==> src/rtl/dec_addr_sequencer.sv <==
// Select-line sequencer for the 2:4 decoder: steps {a,b} through four slots of PRESCALE cycles.
// Define DEC_ADDR_SEQ_GRAY_EN to emit the codes in Gray order (00,01,11,10) instead of binary.
module dec_addr_sequencer #(
  parameter int unsigned PRESCALE = 4,
  parameter int unsigned CNT_W    = 8
) (
  input  logic       clk,
  input  logic       rst,
  input  logic       start,
  input  logic       loop,
  input  logic       abort,
  output logic       a,
  output logic       b,
  output logic       slot_valid,
  output logic       busy,
  output logic       done,
  output logic [1:0] slot_idx
);

  typedef enum logic [1:0] {StIdle, StRun, StDone} state_e;

  localparam logic [CNT_W-1:0] PcntMax = CNT_W'(PRESCALE - 1);

  state_e           state_q;
  logic [CNT_W-1:0] pcnt_q;
  logic [1:0]       slot_q;
  logic [1:0]       slot_nxt;
  logic             loop_q;

  // Slot index to select-line code.
  function automatic logic [1:0] sel_code(input logic [1:0] idx);
`ifdef DEC_ADDR_SEQ_GRAY_EN
    return idx ^ {1'b0, idx[1]};
`else
    return idx;
`endif
  endfunction

  // Slot 3 naturally wraps to 0, which is exactly the loop-mode restart slot.
  always_comb begin
    slot_nxt = slot_q + 2'd1;
  end

  always_ff @(posedge clk) begin
    if (rst) begin
      state_q    <= StIdle;
      pcnt_q     <= '0;
      slot_q     <= 2'd0;
      loop_q     <= 1'b0;
      a          <= 1'b0;
      b          <= 1'b0;
      slot_valid <= 1'b0;
      busy       <= 1'b0;
      done       <= 1'b0;
      slot_idx   <= 2'd0;
    end else begin
      unique case (state_q)
        StIdle: begin
          if (start && !abort) begin
            state_q    <= StRun;
            loop_q     <= loop;
            pcnt_q     <= '0;
            slot_q     <= 2'd0;
            {a, b}     <= sel_code(2'd0);
            slot_valid <= 1'b1;
            busy       <= 1'b1;
            done       <= 1'b0;
            slot_idx   <= 2'd0;
          end
        end

        StRun: begin
          if (abort) begin
            state_q    <= StIdle;
            pcnt_q     <= '0;
            slot_q     <= 2'd0;
            loop_q     <= 1'b0;
            a          <= 1'b0;
            b          <= 1'b0;
            slot_valid <= 1'b0;
            busy       <= 1'b0;
            done       <= 1'b0;
            slot_idx   <= 2'd0;
          end else if (pcnt_q == PcntMax) begin
            pcnt_q <= '0;
            if (slot_q == 2'd3 && !loop_q) begin
              state_q    <= StDone;
              slot_q     <= 2'd0;
              a          <= 1'b0;
              b          <= 1'b0;
              slot_valid <= 1'b0;
              busy       <= 1'b0;
              done       <= 1'b1;
              slot_idx   <= 2'd0;
            end else begin
              // In loop mode the done pulse rides on the first cycle of the new slot 0.
              slot_q   <= slot_nxt;
              {a, b}   <= sel_code(slot_nxt);
              slot_idx <= slot_nxt;
              done     <= (slot_q == 2'd3);
            end
          end else begin
            pcnt_q <= pcnt_q + 1'b1;
            done   <= 1'b0;
          end
        end

        StDone: begin
          // Start is deliberately ignored here; the earliest restart is the first IDLE cycle.
          state_q    <= StIdle;
          pcnt_q     <= '0;
          slot_q     <= 2'd0;
          loop_q     <= 1'b0;
          a          <= 1'b0;
          b          <= 1'b0;
          slot_valid <= 1'b0;
          busy       <= 1'b0;
          done       <= 1'b0;
          slot_idx   <= 2'd0;
        end

        default: begin
          state_q    <= StIdle;
          pcnt_q     <= '0;
          slot_q     <= 2'd0;
          loop_q     <= 1'b0;
          a          <= 1'b0;
          b          <= 1'b0;
          slot_valid <= 1'b0;
          busy       <= 1'b0;
          done       <= 1'b0;
          slot_idx   <= 2'd0;
        end
      endcase
    end
  end

endmodule

==> config.mk <==
export PLATFORM = sky130hd
export DESIGN_NAME = dec_addr_sequencer
export DESIGN_NICKNAME = d
export VERILOG_FILES = /design/src/rtl/dec_addr_sequencer.sv
export SDC_FILE = /design/constraint.sdc
export NUM_CORES = 1
export LEC_CHECK = 0
export CORE_MARGIN = 3
export CORE_UTILIZATION = 54
export DETAILED_ROUTE_END_ITERATION = 8
export HOLD_SLACK_MARGIN = 0.1
export PLACE_DENSITY_LB_ADDON = 0.1
export SLEW_MARGIN = 20
export SYNTH_ARGS = -nofsm -noshare
export SYNTH_HDL_FRONTEND = slang
export SYNTH_SLANG_ARGS = --single-unit
==> constraint.sdc <==
create_clock -name clk -period 2.17 [get_ports clk]
set_input_delay 0.217 -clock clk [delete_from_list [all_inputs] [get_ports clk]]
set_output_delay 0.217 -clock clk [all_outputs]
set_load 0.005 [all_outputs]
# Yosys cells after proc, flatten, opt, wreduce, memory -nomap -nowiden
# Index checks and enable logic that the tools add are counted.
# W data, S select, Z words.
# word_totals
elab_cells	60
ff_bits	17
# op_classes
addsub	2
n_eq_ne	7
mux	35
n_reduce_logical	8
# op_table
operator	n
$mux W8	3
$mux W1	16
$mux W2	8
$pmux W8 S2	1
$pmux W1 S2	5
$add A8 B1 Y8 const B	1
$eq A8 B2 Y1 const B	1
$pmux W2 S2	2
$ne A3 B3 Y1 const B	2
$ne A2 B2 Y1 const B	2
$reduce_and A2 Y1	2
$reduce_and A3 Y1	1
$add A2 B1 Y2 const B	1
$eq A2 B1 Y1 const B	1
$eq A2 B2 Y1 const B	1
$logic_and A1 B1 Y1	2
$logic_not A1 Y1	2
$logic_not A2 Y1	1

# Logic depth before layout (Yosys ltp)
# depth
word_depth	6
ltp_mapped	5
depth_no_buf	5

# Worst setup path after synthesis
# Ideal clock, no wire load.
# synth_timing
path_type	register to register
start	register state_q[0]
end	register slot_q[0]
period_less_slack_ps	1291
setup_slack_ps	879
required_time_ps	2103
setup_ps	67
path_stages_with_launch	6
arrival_time_ps	1224
path_cell_list	dfxtp_1 -> buf_6 -> or3b_4 -> a21oi_2 -> o21bai_4 -> o21ai_2
# synth_between
elab_chain_cells	3
elab_cells_between_ends	6
cone_classes	eq/ne: 3; mux: 1; reduce/logical: 2
# synth_rtl
item	line	source
start: declaration	24	state_e state_q;
start signal: assignment	46	state_q <= StIdle;
start signal: assignment	60	state_q <= StRun;
start signal: assignment	74	state_q <= StIdle;
$eq A2 B1 Y1 / $logic_not A2 Y1 (equally long branches)	57	unique case (state_q)
$ne A3 B3 Y1 (no line) / $ne A2 B2 Y1 (equally long branches)	n/a	
$reduce_and A2 Y1 (no line)	n/a	
end signal: assignment	97	slot_q <= slot_nxt;
end: declaration	26	logic [1:0] slot_q;
# Parallel ways exist; a longest one is shown, timed or not.
# A chain may end at the register's enable or synchronous reset.

# Worst setup path after layout
# layout_timing
start	register state_q[0]
end	register pcnt_q[6]
# layout_between
elab_chain_cells	2
elab_cells_between_ends	4
cone_classes	eq/ne: 2; mux: 1; reduce/logical: 1
# layout_rtl
item	line	source
$eq A2 B1 Y1 / $logic_not A2 Y1 (equally long branches)	57	
$pmux W8 S2 / $ne A2 B2 Y1 (equally long branches)	n/a	
end signal: assignment	103	pcnt_q <= pcnt_q + 1'b1;
end: declaration	25	logic [CNT_W-1:0] pcnt_q;
# Parallel ways exist; a longest one is shown, timed or not.

==> out/qor.txt <==
min-delay worst type - reg -> reg
initial antenna violation count - 0
critical path peak fanout - 9
post-synthesis sequential area ratio - 0.3883
Detail Route Antenna Nets - 0
CTS Buf Count - 3
Unique masters post-synth - 37
Syn Std Cell Area - 773.2 um^2
H-tree depth - 1
Setup-failing EPs final - 0
hold_ws - 0.5146 ns
Finished Cell Area - 892.1 um^2
RSZ-0062 raised after global routing - no
syn_nets - 91
commonest non-fill, non-tap cells in the layout - 15 x dfxtp_1, 11 x clkdlybuf4s50_1, 9 x nor2_1
total track usage - 0.1603
Initial Util - 0.5869
Relative slew margins - 0.6871
P_leak - 0.0003036 uW
Fin. Hold Viols - 0
Ys Warns - 0
Top Ports - 12
cells on worst reg2reg path - 4
DR WL/cell - 12.83 um
fmax - 657.5 MHz
Post-CTS Setup Inserts - 0
hpwl dp - 1063 um
Final Core Density - 0.6771
antenna cells - 0
Least-Margin Pin Slew - 0.4668 ns
type of the worst setup path - reg -> reg
Die X - 43.84 um
post-synthesis register bit count - 15
Worst-Skew Late Latency - 0.28 ns
Post-layout nets - 102
TNS Setup - 0 ns
placed inst area - 864.6 um^2
CTS Root Cell - clkbuf_4
Hold-fix buffers, CTS - 0
hold path cells - 2
filler instances - 106
Rows - 13
first-pass GRT wire length - 2332 um
gp weighted congestion - 0.8613
synthesis-to-finish area growth - 15.37%
Iter 0 DRT Violations - 8
port buffer count - 11
Tcrit/Tclk final - 0.7008
syn avg cell area - 9.316 um^2
global route total overflow - 0
Mapped Cells - 83
largest net degree at the start of global routing - 11
final setup skew - 0.003167 ns
status - finished, final reports clean
Pins Over Slew Limit - 0
CTS max path bufs - 2
Power Dens Cells - 540.9 nW/um^2
CTS resizes - 0
maximum vdd drop - 0.4119 mV
Worst setup SP type - register
minimum clock period - 1.521 ns
DRT Pass-1 Iters - 4
vias in the first global route - 538
Vias/cell - 5.602
max-cap viol count - 0
share of post-route cells with drive strength above 1 - 0.1290
drt drc - 0
routed vias - 605
TritonCTS clock tree - yes
Clock Sinks - 15
die height - 43.84 um
die area - 1922 um^2
core area - 1318 um^2
clock transition at the registers of the reported paths - 0.09 ns
Worst EP arrival - 1.74 ns
worst path required time - 2.39 ns
Setup crit end kind - register
most common cell after layout, fill and taps aside - dfxtp_1
total routed wirelength - 1386 um
## cell type report
cell class | count | area (um^2) | area share
clock buffers | 3 | 22.52 | 0.02525
clock inverters | 1 | 5.005 | 0.005610
multi-input cells | 61 | 427.9 | 0.4797
flip-flops and latches | 15 | 300.3 | 0.3366
inverters | 2 | 7.507 | 0.008415
well taps | 15 | 18.77 | 0.02104
repair buffers | 11 | 110.1 | 0.1234
## synth_stat cells, drive strengths merged
cell type | n | area, um^2
a22oi | 2 | 15.01
o31ai | 1 | 7.510
nor3 | 4 | 25.02
and3 | 1 | 6.260
a31oi | 1 | 6.260
or3b | 1 | 11.26
a211oi | 2 | 15.01
nand2 | 5 | 18.77
ha | 3 | 37.54
nor4b | 1 | 23.77
nand4 | 1 | 6.260
nand4b | 1 | 8.760
buf | 5 | 37.53
xnor2 | 3 | 26.28
mux2i | 2 | 20.02
nand2b | 1 | 6.260
nor4 | 1 | 6.260
a21o | 1 | 7.510
nor3b | 1 | 7.510
a21oi | 6 | 37.54
nand3 | 3 | 15.01
nand3b | 1 | 7.510
o21ai | 4 | 23.77
dfxtp | 15 | 300.3
inv | 2 | 7.510
nor2b | 1 | 6.260
o21bai | 1 | 18.77
nor2 | 10 | 40.04
xor2 | 2 | 17.52
or3 | 1 | 6.260
## stage by stage
stage / total power (uW) / cells / worst slack, ns
3_3_place_gp: 331.6 / 104 / 0.4649
4_1_cts: 488.4 / 108 / 0.6284
5_1_grt: 511.0 / 108 / 0.5351
2_1_floorplan: 316.8 / 83 / 0.8787
6_report: 482.6 / 108 / 0.6492
3_5_place_dp: 332.9 / 104 / 0.4228
## routing by layer
layer / vias to the layer above / share of wire / GRT usage
met5: - / 0 / 0
met4: 0 / 0.0094 / 0.08434
met3: 2 / 0.027 / 0.03734
met2: 6 / 0.46 / 0.2529
met1: 283 / 0.50 / 0.2005
li1: 314 / - / -
## flip-flops by register name, indices dropped and copies added, names as in the netlist
signal,flops
a,1
busy,1
done,1
loop_q,1
pcnt_q,8
slot_q,1
state_q,2
## cell families (layout without fill, tap and decap cells)
| kind of cell | Yosys count | count (layout) | synth area share |
|---|---|---|---|
| muxes | 2 | 2 | 0.02589 |
| AOI/OAI and AO/OA | 18 | 18 | 0.1699 |
| adders and majority gates | 3 | 3 | 0.04855 |
| and+or+nand+nor | 33 | 33 | 0.2525 |
| xor gates and xnor gates | 5 | 5 | 0.05664 |
| DFF | 15 | 15 | 0.3884 |
| buffers and inverters | 7 | 17 | 0.05825 |
## power by group
part	internal (uW)	leakage (uW)	total, uW	switching, uW
Combinational	21.3	0.000165	42.6	21.3
Clock	68.3	0.0000177	156	87.9
Sequential	279	0.000121	284	4.94
Total	368	0.000304	483	114
## worst paths after layout
kind                            startpoint  slack (ns)        end
worst min register to register        busy        0.51       busy
worst min-delay path                  busy        0.51       busy
worst max-delay path            state_q[0]        0.65  pcnt_q[6]
worst max register to register  state_q[0]        0.65  pcnt_q[6]
## critical path, stage by stage, from the launching register on
cell and delay [ns]:
dfxtp_1 0.52, or3b_4 0.44, a21oi_2 0.24, o21bai_4 0.13, nor2_1 0.13
No activity file was read; power rests on OpenSTA's default activity.
